### src/rtl/serial_incrementer.sv
// Bit-serial incrementer: S = A + 1, one bit per enabled clock, LSB first.
// Optional saturation clamps an all-ones operand to all ones instead of wrapping.
module serial_incrementer #(
  parameter int WIDTH    = 4,
  parameter bit SATURATE = 1'b0
) (
  input  logic             clk,
  input  logic             rst,
  input  logic             enable,
  input  logic             start,
  input  logic [WIDTH-1:0] A,
  output logic [WIDTH-1:0] S,
  output logic             carry_out,
  output logic             busy,
  output logic             done,
  output logic [1:0]       o_dbg_state
);

  // Handshake: start is taken on an enabled edge while not busy (IDLE or DONE);
  // done pulses for one enabled cycle and S/carry_out stay stable until the next take.
  typedef enum logic [1:0] {
    IDLE = 2'd0,
    RUN  = 2'd1,
    DONE = 2'd2
  } state_t;

  localparam int CW = (WIDTH > 2) ? $clog2(WIDTH) : 1;
  localparam logic [CW-1:0] LAST = CW'(WIDTH - 1);

  state_t           r_state;
  state_t           w_state_next;
  logic [WIDTH-1:0] r_shift;
  logic             r_carry;
  logic [CW-1:0]    r_cnt;
  logic [WIDTH-1:0] r_s;
  logic             r_cout;

  logic             w_accept;
  logic             w_sum;
  logic             w_carry_next;
  logic [WIDTH-1:0] w_shifted;
  logic             w_last;

  assign w_accept     = enable && start && ((r_state == IDLE) || (r_state == DONE));
  assign w_sum        = r_shift[0] ^ r_carry;
  assign w_carry_next = r_shift[0] & r_carry;
  assign w_shifted    = {w_sum, r_shift[WIDTH-1:1]};
  assign w_last       = (r_cnt == LAST);

  always_comb begin
    w_state_next = r_state;
    if (enable) begin
      unique case (r_state)
        IDLE:    if (start) w_state_next = RUN;
        RUN:     if (w_last) w_state_next = DONE;
        DONE:    w_state_next = start ? RUN : IDLE;
        default: w_state_next = IDLE;
      endcase
    end
  end

  always_ff @(posedge clk) begin
    if (rst) begin
      r_state <= IDLE;
    end else begin
      r_state <= w_state_next;
    end
  end

  always_ff @(posedge clk) begin
    if (rst) begin
      r_shift <= '0;
      r_carry <= 1'b0;
      r_cnt   <= '0;
      r_s     <= '0;
      r_cout  <= 1'b0;
    end else if (w_accept) begin
      r_shift <= A;
      r_carry <= 1'b1;
      r_cnt   <= '0;
    end else if (enable && (r_state == RUN)) begin
      r_shift <= w_shifted;
      r_carry <= w_carry_next;
      r_cnt   <= r_cnt + 1'b1;
      if (w_last) begin
        // The final carry is set only when every operand bit was one.
        r_s    <= (SATURATE && w_carry_next) ? {WIDTH{1'b1}} : w_shifted;
        r_cout <= w_carry_next;
      end
    end
  end

  assign S           = r_s;
  assign carry_out   = r_cout;
  assign busy        = (r_state == RUN);
  assign done        = (r_state == DONE);
  assign o_dbg_state = r_state;

endmodule

### config.mk
export PLATFORM = sky130hd
export DESIGN_NAME = serial_incrementer
export DESIGN_NICKNAME = d
export VERILOG_FILES = /design/src/rtl/serial_incrementer.sv
export SDC_FILE = /design/constraint.sdc
export NUM_CORES = 1
export LEC_CHECK = 0
export ABC_AREA = 1
export CAP_MARGIN = 5
export CORE_MARGIN = 3
export CORE_UTILIZATION = 41
export DETAILED_ROUTE_END_ITERATION = 10
export HOLD_SLACK_MARGIN = 0.08
export PLACE_DENSITY = 0.73
export SLEW_MARGIN = 20
export SYNTH_ARGS = -nofsm -noshare
export SYNTH_HDL_FRONTEND = slang
export SYNTH_SLANG_ARGS = --single-unit
### constraint.sdc
create_clock -name clk -period 1.3 [get_ports clk]
set_input_delay 0.195 -clock clk [delete_from_list [all_inputs] [get_ports clk]]
set_output_delay 0.195 -clock clk [all_outputs]
set_load 0.1 [all_outputs]
==> impl_metrics.json <==
{
  "rsz0062_at_grt": "yes",
  "insertion_delay_ns": 0.29,
  "grt_pass1_wl_um": 2620,
  "path_class": "register to output port",
  "ioPinCount": 17,
  "crit_slowest_cell": "dfxtp_4",
  "dpl.cell_count": 124,
  "dp_hpwl_um": 1170,
  "nets": 124,
  "grt_max_degree": 10,
  "multiInputGateArea_um2": 323,
  "gr-usage-all-layers_pct": 17.8,
  "cp_slowest_stage_delay_ns": 0.40,
  "tightest_slew_ns": 0.220,
  "grt_pass1_vias": 633,
  "clk_path_buf_depth": 2,
  "p_comb_share_pct": 18.9,
  "cts_root_buf": "clkbuf_4",
  "placed_area_um2": 956,
  "remaining_drc_errors": 0,
  "startpoint": "o_dbg_state[1]",
  "die_x_um": 45.3,
  "skew_ns": 0.0115,
  "wl_per_cell_um": 12.2,
  "routed_via_density": 5.15,
  "clock_sinks": 14,
  "cts_tree": "yes",
  "wl_um": 1560,
  "regArea_um2": 288,
  "slew_headroom_pct": 85.3,
  "vdd_drop_max_mv": 0.742,
  "area_growth_syn_to_layout_pct": 58.7,
  "cp-end-kind": "output port",
  "sw_frac_of_total_pct": 29.4,
  "seq_power_share_pct": 51.6,
  "antenna_found_initial": 0,
  "hold_viol": 0,
  "die_h_um": 45.3,
  "min_path_type": "register to register",
  "firstDrtPassIters": 5,
  "p_sw_uw": 261,
  "r2r-end": "S[2]",
  "p_leak_uw": 0.000444,
  "internal-power_uw": 626,
  "yosysWarningCount": 0,
  "antenna_cells": 0,
  "cp-start-kind": "register",
  "initial_core_util_pct": 46.3,
  "grt_overflow": 0,
  "path_depth": 4,
  "via_count": 659,
  "ys_ff_latch": 14,
  "endpoint": "busy",
  "r2r_setup_slack_ns": 0.16,
  "num_rows": 13,
  "required_ns": 1.11,
  "nFillCells": 107,
  "dieArea_um2": 2050,
  "cts-htree-levels": 1,
  "reg2reg_depth": 5,
  "power_uw": 887,
  "antenna_left": 0,
  "crit_chain": "inv_6 > nand2_4 > clkinvlp_4 > buf_12",
  "fin_cells": 128,
  "drv_slew": 0,
  "crit_fanout": 5,
  "max_clock_freq_mhz": 796,
  "clkTransAtPathRegs_ns": 0.10,
  "crit_family": "flip-flops",
  "syn-num-nets": 99,
  "postCtsSetupBuffers": 0,
  "synth_cell_type_count": 15,
  "power.density_cell_area_nw_per_um2": 883,
  "cp_data_arrival_time_ns": 1.06,
  "cts_buffers": 3,
  "syn_area_um2": 633,
  "drtIter0Drc": 20,
  "outcome": "finished, final reports clean",
  "syn_inst": 89,
  "worst-path-buf-inv": 3,
  "setup_viol": 0,
  "syn_area_per_cell_um2": 7.11,
  "finalCritPeriodShare_pct": 96.6,
  "numPortBuffers": 16,
  "core_um2": 1370,
  "cap_violations": 0,
  "drive_gt1_share_pct": 24.8,
  "gp_congestion": 0.814,
  "clkPwrFrac_pct": 29.6,
  "seq_area_frac_synth_pct": 44.3,
  "min_period_ns": 1.26,
  "reg2reg_from": "o_dbg_state[0]",
  "final_design_area_no_fill_um2": 1000
}
## placed cells by master, fill, tap and decap left out
cell	Yosys	routed
nand2_1	20	19
nor2_1	15	13
dfxtp_1	14	12
a21oi_1	9	9
buf_12	0	9
inv_1	10	8
clkdlybuf4s50_1	0	7
buf_4	1	7
o21ai_0	5	5
nand3_1	6	5
clkbuf_4	0	3
nand4_1	2	2
ha_1	2	2
dfxtp_4	0	2
inv_6	0	1
nand2_4	0	1
clkinvlp_4	0	1
nor2_4	0	1
nand3_4	0	1
nor2_2	0	1
nand3_2	1	1
nand3b_1	1	1
or2_0	1	1
clkinv_1	0	1
## routing by layer
| metal | vias up | global-route usage, % | share of wire, % |
|---|---|---|---|
| met4 | 0 | 6.43 | 1.7 |
| met3 | 6 | 4.78 | 5.8 |
| li1 | 334 | - | - |
| met1 | 297 | 21.3 | 44 |
| met2 | 22 | 30.2 | 48 |
| met5 | - | 0 | 0 |
## state kept, by name, summed over array words and instances (netlist names)
signal / count
o_dbg_state: 2
r_shift: 4
carry_out: 1
r_cnt: 2
r_carry: 1
S: 4
## synthesized netlist by cell type (all sizes together)
cell    instances  area share, %
ha              2            4.0
or2             1           0.99
o21ai           5            4.0
nand4           2            2.0
clkbuf          1           0.59
buf             2            3.0
nand3           7            6.3
nor2           15            8.9
dfxtp          14             44
nand3b          1            1.2
inv            10            5.9
nand2          20             12
a21oi           9            7.1
## worst reg2reg max path: cells and delay by family, from the launching register on
kind | cells | cell delay, ns
buffers and inverters | 1 | 0.10
AND/OR/NAND/NOR | 4 | 0.48
flip-flops | 1 | 0.45
## repair_timing
item                       in CTS  in global routing
hold buffers                    0                  0
gates resized for setup         0                  5
setup endpoints to repair       0                  6
## final cells by class
cell class,instances,share of cell area [%]
multi-input cells,62,32.1
repair buffers,23,30.1
flip-flops and latches,14,28.6
inverters,10,4.61
clock buffers,3,2.24
well taps,15,1.87
clock inverters,1,0.374
## worst min path at each step
| stage | slack [ns] | end | cells after the start | start |
|---|---|---|---|---|
| after detailed placement | 0.47 | r_cnt[1] | 2 | r_cnt[1] |
| final | 0.47 | r_cnt[1] | 2 | r_cnt[1] |
| after global routing | 0.50 | r_cnt[1] | 2 | r_cnt[1] |
| after global placement | 0.46 | r_cnt[1] | 2 | r_cnt[1] |
| after CTS | 0.48 | r_cnt[1] | 2 | r_cnt[1] |
| after floorplan | 0.36 | o_dbg_state[1] | 3 | enable |
## kinds of logic (layout without fill, tap and decap cells)
| group | count (synthesis) | count (layout) | synth area share [%] |
|---|---|---|---|
| compound gates | 14 | 14 | 11.1 |
| fa+ha+maj | 2 | 2 | 3.95 |
| simple gates | 46 | 46 | 31.2 |
| flops | 14 | 14 | 44.3 |
| buf+inv | 13 | 37 | 9.49 |
## through the flow
stage               TNS [ns]  util, %  setup slack (ns)  hold slack [ns]
CTS                        0     71.9            0.0432            0.478
detailed placement     -1.77     70.0            -0.189            0.466
global placement       -1.38     70.0            -0.181            0.459
finish                     0     73.5            0.0443            0.473
global route        -0.00697     73.5          -0.00697            0.503
floorplan                  0        -          0.000461            0.360
## power groups by stage
| stage | Clock [uW] | Sequential (uW) | Combinational (uW) |
|---|---|---|---|
| final | 262 | 457 | 168 |
| after global routing | 280 | 460 | 180 |
| after CTS | 253 | 456 | 163 |
| after detailed placement | 0 | 466 | 161 |
| after global placement | 0 | 465 | 159 |
| after floorplan | 0 | 474 | 83.5 |
Note: power is estimated with default switching activity, not from simulation.
